**config.mk**
```make
export PLATFORM = sky130hd
export DESIGN_NAME = seg_scan_ctrl
export DESIGN_NICKNAME = d
export VERILOG_FILES = /design/src/rtl/seg_scan_ctrl.sv
export SDC_FILE = /design/constraint.sdc
export NUM_CORES = 1
export LEC_CHECK = 0
export BUFFER_PORTS_ARGS = -buffer_cell sky130_fd_sc_hd__buf_2
export CAP_MARGIN = 10
export CORE_MARGIN = 5
export CORE_UTILIZATION = 55
export CTS_BUF_LIST = sky130_fd_sc_hd__clkbuf_8
export CTS_CLUSTER_DIAMETER = 30
export CTS_CLUSTER_SIZE = 20
export DETAILED_ROUTE_END_ITERATION = 10
export PLACE_DENSITY = 0.8
export SLEW_MARGIN = 20
export SYNTH_ARGS = -nofsm -noshare
export SYNTH_HDL_FRONTEND = slang
export SYNTH_SLANG_ARGS = --single-unit
```
**constraint.sdc**
```tcl
create_clock -name clk -period 2.08 [get_ports clk]
set_input_delay 0.104 -clock clk [delete_from_list [all_inputs] [get_ports clk]]
set_output_delay 0.104 -clock clk [all_outputs]
set_load 0.005 [all_outputs]
```
**src/rtl/seg_scan_ctrl.sv**
```systemverilog
// Eight-digit seven-segment scan controller: steps one digit per refresh slot, blanks each slot's start,
// and commits shadow digits to the active set only at frame boundaries.
module seg_scan_ctrl #(
    parameter int unsigned REFRESH_DIV = 100000,
    parameter int unsigned BLANK_CYC   = 1000
) (
    input  logic       clk,
    input  logic       rst_n,
    input  logic       wr_en,
    input  logic [2:0] wr_addr,
    input  logic [3:0] wr_data,
    input  logic       commit,
    input  logic [7:0] digit_en,
    output logic [3:0] num,
    output logic [2:0] sel,
    output logic       blank,
    output logic       frame_tick,
    output logic       commit_pending
);

    localparam int unsigned CW = $clog2(REFRESH_DIV);
    localparam logic [CW-1:0] DIV_LAST   = CW'(REFRESH_DIV - 1);
    localparam logic [CW-1:0] BLANK_LAST = CW'((BLANK_CYC == 0) ? 0 : BLANK_CYC - 1);

    typedef enum logic {
        ST_BLANK,
        ST_SHOW
    } state_e;

    state_e        state_q, state_d;
    logic [CW-1:0] div_q, div_d;
    logic [2:0]    sel_q, sel_d;
    logic          blank_q, blank_d;
    logic          tick_q, tick_d;
    logic          pend_q, pend_d;
    logic          slot_end, boundary, copy_now;
    logic [3:0]    shadow_q [8];
    logic [3:0]    active_q [8];

    always_comb begin
        slot_end = (div_q == DIV_LAST);
        boundary = slot_end && (sel_q == 3'd7);
        copy_now = boundary && (pend_q || commit);
        div_d    = slot_end ? '0 : div_q + CW'(1);
        sel_d    = slot_end ? sel_q + 3'd1 : sel_q;
        state_d  = state_q;
        // With no blank interval every slot starts straight in SHOW; BLANK is then only seen right after reset.
        if (slot_end) begin
            state_d = (BLANK_CYC == 0) ? ST_SHOW : ST_BLANK;
        end else if (state_q == ST_BLANK && (BLANK_CYC == 0 || div_q == BLANK_LAST)) begin
            state_d = ST_SHOW;
        end
        blank_d = (state_d == ST_BLANK) ? 1'b1 : ~digit_en[sel_d];
        tick_d  = boundary;
        pend_d  = pend_q;
        if (boundary) begin
            pend_d = 1'b0;
        end else if (commit) begin
            pend_d = 1'b1;
        end
    end

    always_ff @(posedge clk or negedge rst_n) begin
        if (!rst_n) begin
            state_q <= ST_BLANK;
            div_q   <= '0;
            sel_q   <= '0;
            blank_q <= 1'b1;
            tick_q  <= 1'b0;
            pend_q  <= 1'b0;
        end else begin
            state_q <= state_d;
            div_q   <= div_d;
            sel_q   <= sel_d;
            blank_q <= blank_d;
            tick_q  <= tick_d;
            pend_q  <= pend_d;
        end
    end

    // The copy reads pre-edge shadow, so a same-edge write waits for a later commit.
    always_ff @(posedge clk or negedge rst_n) begin
        if (!rst_n) begin
            for (int unsigned i = 0; i < 8; i++) begin
                shadow_q[i] <= '0;
                active_q[i] <= '0;
            end
        end else begin
            if (wr_en) begin
                shadow_q[wr_addr] <= wr_data;
            end
            if (copy_now) begin
                for (int unsigned i = 0; i < 8; i++) begin
                    active_q[i] <= shadow_q[i];
                end
            end
        end
    end

    assign num            = active_q[sel_q];
    assign sel            = sel_q;
    assign blank          = blank_q;
    assign frame_tick     = tick_q;
    assign commit_pending = pend_q;

endmodule

```
==> results of run 1 <==
critical path: cells and delay by family, from the launching register on:
kind / cells / cell delay, ns
mux: 1 / 0.34
buf+inv: 1 / 0.18
flops: 1 / 0.39
simple gates: 3 / 1.04
logic make-up (layout without fill, tap and decap cells):
| logic type | after synthesis | in the layout |
|---|---|---|
| buf+inv | 8 | 72 |
| mux | 81 | 81 |
| flops | 88 | 88 |
| compound gates | 8 | 8 |
| xor+xnor | 12 | 12 |
| fa+ha+maj | 3 | 3 |
| simple gates | 56 | 56 |
cells in the final DEF, fill, tap and decap left out, types with 2 or more instances in the layout:
cell | Yosys | routed
clkbuf_8 | 0 | 9
nand3_1 | 8 | 8
dlygate4sd3_1 | 0 | 2
nand4_1 | 4 | 4
xor2_1 | 9 | 9
buf_4 | 1 | 22
a21oi_1 | 2 | 2
mux2_2 | 40 | 39
nor2b_1 | 2 | 2
mux2_1 | 30 | 23
nand4b_1 | 4 | 4
nor3b_1 | 2 | 2
inv_6 | 0 | 3
nor3_1 | 4 | 4
buf_2 | 1 | 27
inv_8 | 0 | 2
and3_1 | 4 | 4
nand2_1 | 4 | 4
and4_1 | 2 | 2
dfrtp_1 | 87 | 87
ha_1 | 3 | 3
buf_12 | 0 | 2
mux4_2 | 10 | 10
buf_6 | 3 | 2
xnor2_1 | 3 | 3
nor2_1 | 9 | 9
mux2_4 | 0 | 8
or3_1 | 3 | 3
o21ai_0 | 3 | 3
registers in the layout (all words and copies together) (netlist names):
name and flops:
sel 3, div_q 17, frame_tick 1, blank 1, shadow_q 32, commit_pending 1
active_q 32, state_q 1
final cells by class:
class	count	area share [%]
Clock buffer	9	2.73
Clock inverter	7	1.90
Multi-Input combinational cell	160	35.2
Sequential cell	88	48.5
Tap cell	96	2.64
Timing Repair Buffer	56	8.98
how the worst max path moves through the flow:
stage,startpoint,end,cells past startpoint
5_1_grt,div_q[11],active_q[18],5
6_report,div_q[11],active_q[1],5
2_1_floorplan,div_q[11],active_q[0],6
3_5_place_dp,div_q[11],active_q[3],5
4_1_cts,div_q[11],active_q[21],5
3_3_place_gp,div_q[11],active_q[7],5
where the power goes:
| part | switching, W | leakage [nW] | internal (W) |
|---|---|---|---|
| Clock | 0.000665 | 0.105 | 0.000585 |
| Sequential | 0.0000704 | 1.14 | 0.00185 |
| Combinational | 0.0000936 | 0.927 | 0.000132 |
| Total | 0.000829 | 2.18 | 0.00256 |
layer usage:
layer | global-route usage, % | routed length (um)
met1 | 23.6 | 3330
met2 | 27.8 | 3610
met3 | 4.99 | 346
met4 | 6.11 | 93
met5 | 0 | 0
repair_timing:
action	in CTS	in global routing
setup buffers	0	2
setup endpoints to repair	0	34
hold buffers	2	0
resized for setup	0	10
hold endpoints to repair	35	0
through the flow:
stage	utilization, %	total power (W)
2_1_floorplan	-	0.00206
3_3_place_gp	62.2	0.00215
3_5_place_dp	62.2	0.00217
4_1_cts	65.6	0.00342
5_1_grt	66.9	0.00354
6_report	66.9	0.00339
==> impl_metrics.tcl, run 1 <==
set metrics [dict create \
    outcome "finished, violations left" \
    violations "setup timing" \
    finalSetupViolations 3 \
    drive_above_1_share_pct 40.9 \
    r2r-end "active_q[1]" \
    finalNonFillerCells 416 \
    grt_max_degree 54 \
    ys_ff_latch 88 \
    worstPathMaxFanout 16 \
    cts_sinks 88 \
    dp_hpwl_um 4820 \
    cp_slowest_stage_delay_ns 0.55 \
    place.gp.congestion 0.818 \
    setup_tns_ns -0.00658 \
    seqCellArea_mm2 0.00220 \
    multi_input_area_mm2 0.00160 \
    holdWs_ns 0.0936 \
    synth-compound-area-share_pct 1.31 \
    synthMuxAreaShare_pct 26.7 \
    htree_levels 3 \
    clock_tree.root_cell "clkbuf_8" \
    placed_cells 394 \
    ys_types 39 \
    wirelength_um 7380 \
    synth_top_family_by_area "multiplexers" \
    fillers 496 \
    fmaxAchievable_mhz 480 \
    die_area_mm2 0.00873 \
    place_worst_setup_slack_ns 0.0304 \
    syn-num-nets 278 \
    min_to "shadow_q[3]" \
    drt_iter0_markers 78 \
    maxCapViolCount 0 \
    overflow 0 \
    n_antenna_cell 0 \
    setup_ws_ns -0.00370 \
    rsz0062_at_grt "yes" \
    synthXorXnorAreaFrac_pct 2.74 \
    viasPerCell 5.57 \
    wl_per_cell_um 17.7 \
    min-delay-start "wr_data[3]" \
    synthAdderAreaFrac_pct 0.980 \
    antenna_left 0 \
    via_count 2316 \
    finalInstanceArea_mm2 0.00454 \
    dr.pass1.iters 4 \
    worstMarginPinSlew_ns 0.565 \
    postPlaceCellArea_mm2 0.00423 \
    synth_top_area_share_pct 56.8 \
    synth.top_cells.by_count "dfrtp_1 (87), mux2_2 (40), mux2_1 (30), mux4_2 (10)" \
    core_mm2 0.00679 \
    grt_pass1_vias 2410 \
    reg2reg_from "div_q[11]" \
    syn_avg_cell_area_um2 15.0 \
    required_ns 2.32 \
    start_util_pct 56.4 \
    synth-simple-area-share_pct 9.21 \
    p_leak_nw 2.18 \
    synth_edf_count 0 \
    crit_chain "or4_4 -> nor4_4 -> and3b_2 -> buf_12 -> mux2_1" \
    insertion_delay_ns 0.36 \
    seq_area_frac_synth_pct 57.5 \
    slew_viol_final 0 \
    die_height_um 93.4 \
    rr_worst_depth 5 \
    layout.nets 337 \
    irDropWorstVdd_uv 714 \
    hp-class "in2reg" \
    synth_area_leader_cell "dfrtp_1" \
    synth_most_common_cell "dfrtp_1" \
    rrSetupSlack_ns -0.004 \
    holdPathStages 2 \
    grt_pass1_wl_um 11800 \
    start_kind "flop" \
    syn_inst 256 \
    worst_clock_skew_ns 0.0146 \
    ios 29 \
    p_per_area_mw_per_mm2 747 \
    crit_arrival_ns 2.33 \
    die_x_um 93.4 \
    synthFlopType "dfrtp_1" \
    crit_type "reg2reg" \
    relSlewSlack_pct 62.3 \
    rows 30 \
    async_flop_share_pct 100 \
    slowest_stage "or4_4" \
    syn-cell-area_mm2 0.00383 \
    yosys_warnings 0 \
    synth_area_leaders "dfrtp_1 (57%), mux2_2 (12%), mux2_1 (8.8%)" \
    finalHoldViolCount 0 \
    drc 0 \
    cts-buffers-inserted 9 \
    port_buffers 28 \
    antenna_found_initial 0 \
    clockBufferDepth 2 \
    cts_tree "built" \
    post-route-min-period_ns 2.08 \
    clk_pin_slew_ns 0.10 \
    cp-end-kind "flop" \
    syn2layout_area_growth_pct 18.6 \
    period_share_pct 100 \
    grt_util_all_layers_pct 17.7 \
]
Power figures use the tool's default switching activity.
==> run 2, diff against run 1 <==
--- a/config.mk
+++ b/config.mk
@@ -8,12 +8,12 @@
 export BUFFER_PORTS_ARGS = -buffer_cell sky130_fd_sc_hd__buf_2
 export CAP_MARGIN = 10
 export CORE_MARGIN = 5
-export CORE_UTILIZATION = 55
-export CTS_BUF_LIST = sky130_fd_sc_hd__clkbuf_8
+export CORE_UTILIZATION = 54
+export CTS_BUF_LIST = sky130_fd_sc_hd__clkbuf_4 sky130_fd_sc_hd__clkbuf_8 sky130_fd_sc_hd__clkbuf_16
 export CTS_CLUSTER_DIAMETER = 30
 export CTS_CLUSTER_SIZE = 20
 export DETAILED_ROUTE_END_ITERATION = 10
-export PLACE_DENSITY = 0.8
+export PLACE_DENSITY = 0.79
 export SLEW_MARGIN = 20
 export SYNTH_ARGS = -nofsm -noshare
 export SYNTH_HDL_FRONTEND = slang
==> impl_metrics.tcl, run 2 (synthesized netlist as in run 1, its figures left out) <==
set metrics [dict create \
    cp_slowest_stage_delay_ns 0.57 \
    cts_tree "built" \
    worst_clock_skew_ns 0.0152 \
    post-route-min-period_ns 2.06 \
    slowest_stage "or4_4" \
    drt-met1-wl_um 3400 \
    grt_pass1_wl_um 12800 \
    min-delay-start "wr_data[3]" \
    start_kind "flop" \
    drive_above_1_share_pct 39.4 \
    top_layer_used "met4" \
    core_mm2 0.00683 \
    clockBufferDepth 2 \
    place.gp.congestion 0.787 \
    layout_common_cells "dfrtp_1 (87), mux2_2 (40), buf_2 (27), mux2_1 (26), buf_4 (22)" \
    rr_worst_depth 5 \
    start_util_pct 56.1 \
    n_antenna_cell 0 \
    finalInstanceArea_mm2 0.00450 \
    cp-end-kind "flop" \
    fmaxAchievable_mhz 485 \
    period_share_pct 99.1 \
    finalHoldViolCount 0 \
    rsz0062_at_grt "yes" \
    insertion_delay_ns 0.36 \
    ios 29 \
    slew_viol_final 0 \
    rrSetupSlack_ns 0.02 \
    port_buffers 28 \
    finalSetupViolations 0 \
    crit_chain "or4_4 -> nor4_4 -> and3b_2 -> buf_12 -> mux2_1" \
    drc 0 \
    drt_iter0_markers 91 \
    reg.largest.list "active_q x32, shadow_q x32, div_q x17" \
    grt_util_all_layers_pct 19.1 \
    via_count 2356 \
    die_x_um 94.2 \
    postPlaceCellArea_mm2 0.00424 \
    dr.pass1.iters 4 \
    wl_met2_um 3500 \
    r2r-end "active_q[14]" \
    viasPerCell 5.70 \
    crit_type "reg2reg" \
    outcome "completed" \
    maxCapViolCount 0 \
    crit_arrival_ns 2.29 \
    htree_levels 3 \
    layout.nets 335 \
    reg2reg_from "div_q[11]" \
    p_leak_nw 2.17 \
    irDropWorstVdd_uv 458 \
    worstPathMaxFanout 24 \
    cts_sinks 88 \
    clk_pin_slew_ns 0.09 \
    relSlewSlack_pct 67.4 \
    antenna_left 0 \
    cts-buffers-inserted 9 \
    wirelength_um 7410 \
    die_height_um 94.2 \
    met3_length_um 331 \
    holdWs_ns 0.0830 \
    overflow 0 \
    p_per_area_mw_per_mm2 769 \
    syn2layout_area_growth_pct 17.6 \
    fillers 511 \
    min_to "shadow_q[19]" \
    rows 30 \
    final_common_cell "dfrtp_1" \
    post-route-util_pct 65.9 \
    grt_max_degree 55 \
    grt_pass1_vias 2543 \
    antenna_found_initial 0 \
    hp-class "in2reg" \
    worstMarginPinSlew_ns 0.488 \
    clock_tree.root_cell "clkbuf_8" \
    die_area_mm2 0.00888 \
    holdPathStages 2 \
    dp_hpwl_um 5110 \
    required_ns 2.31 \
    wl_per_cell_um 17.9 \
]
-- run 2: changes by cell type in the layout (fill, tap and decap cells not counted), moves of 2 or more --
| cell | change |
|---|---|
| mux2_4 | -4 |
| inv_8 | -2 |
| inv_6 | -2 |
| mux2_1 | +3 |
-- run 2: through the flow --
step | std cells | total power [W] | worst slack, ns | setup TNS, ns
2_1_floorplan | 256 | 0.00206 | 0.000829 | 0
6_report | 413 | 0.00346 | 0.0193 | 0
3_5_place_dp | 396 | 0.00218 | 0.0313 | 0
4_1_cts | 413 | 0.00349 | 0.0131 | 0
3_3_place_gp | 396 | 0.00215 | 0.0633 | 0
5_1_grt | 413 | 0.00360 | -0.0579 | -1.14
-- run 2: what timing repair did --
action / CTS / global route
setup endpoints to repair: 3 / 33
gates resized for setup: 1 / 5
pin swaps: 0 / 1
hold buffers: 2 / 0
endpoints found under the hold margin: 35 / 0
buffers inserted: 0 / 0
-- run 2: worst max-delay path, delay by kind of cell (launching register included) --
| family | cells | cell delay [ns] |
|---|---|---|
| buf+inv | 1 | 0.20 |
| flops | 1 | 0.39 |
| simple gates | 3 | 0.99 |
| mux | 1 | 0.35 |
-- run 2: where the power goes --
group | switching, W | internal [W] | total [W]
combinational | 0.0000953 | 0.000132 | 0.000227
sequential | 0.0000683 | 0.00185 | 0.00191
clock | 0.000597 | 0.000723 | 0.00132
total | 0.000760 | 0.00270 | 0.00346
-- run 2: final cells by class --
type / count / area [um2] / area share, %
Timing Repair Buffer: 54 / 372 / 8.25
Sequential cell: 88 / 2200 / 48.9
Clock buffer: 11 / 145 / 3.22
Clock inverter: 4 / 77.6 / 1.72
Tap cell: 96 / 120 / 2.67
Multi-Input combinational cell: 160 / 1590 / 35.2
-- run 2: routing by layer --
metal	vias up	track usage [%]
li1	1066	-
met1	1209	26.0
met2	61	29.8
met3	20	4.09
met4	0	7.58
met5	-	0
-- run 2: worst max-delay path by stage --
stage,start,slack (ns),end,cells after the start
4_1_cts,div_q[11],0.01,active_q[28],5
3_5_place_dp,div_q[11],0.03,active_q[14],5
3_3_place_gp,div_q[11],0.06,active_q[7],5
2_1_floorplan,div_q[11],0.0008,active_q[0],6
6_report,div_q[11],0.02,active_q[14],5
5_1_grt,div_q[11],-0.06,active_q[30],5
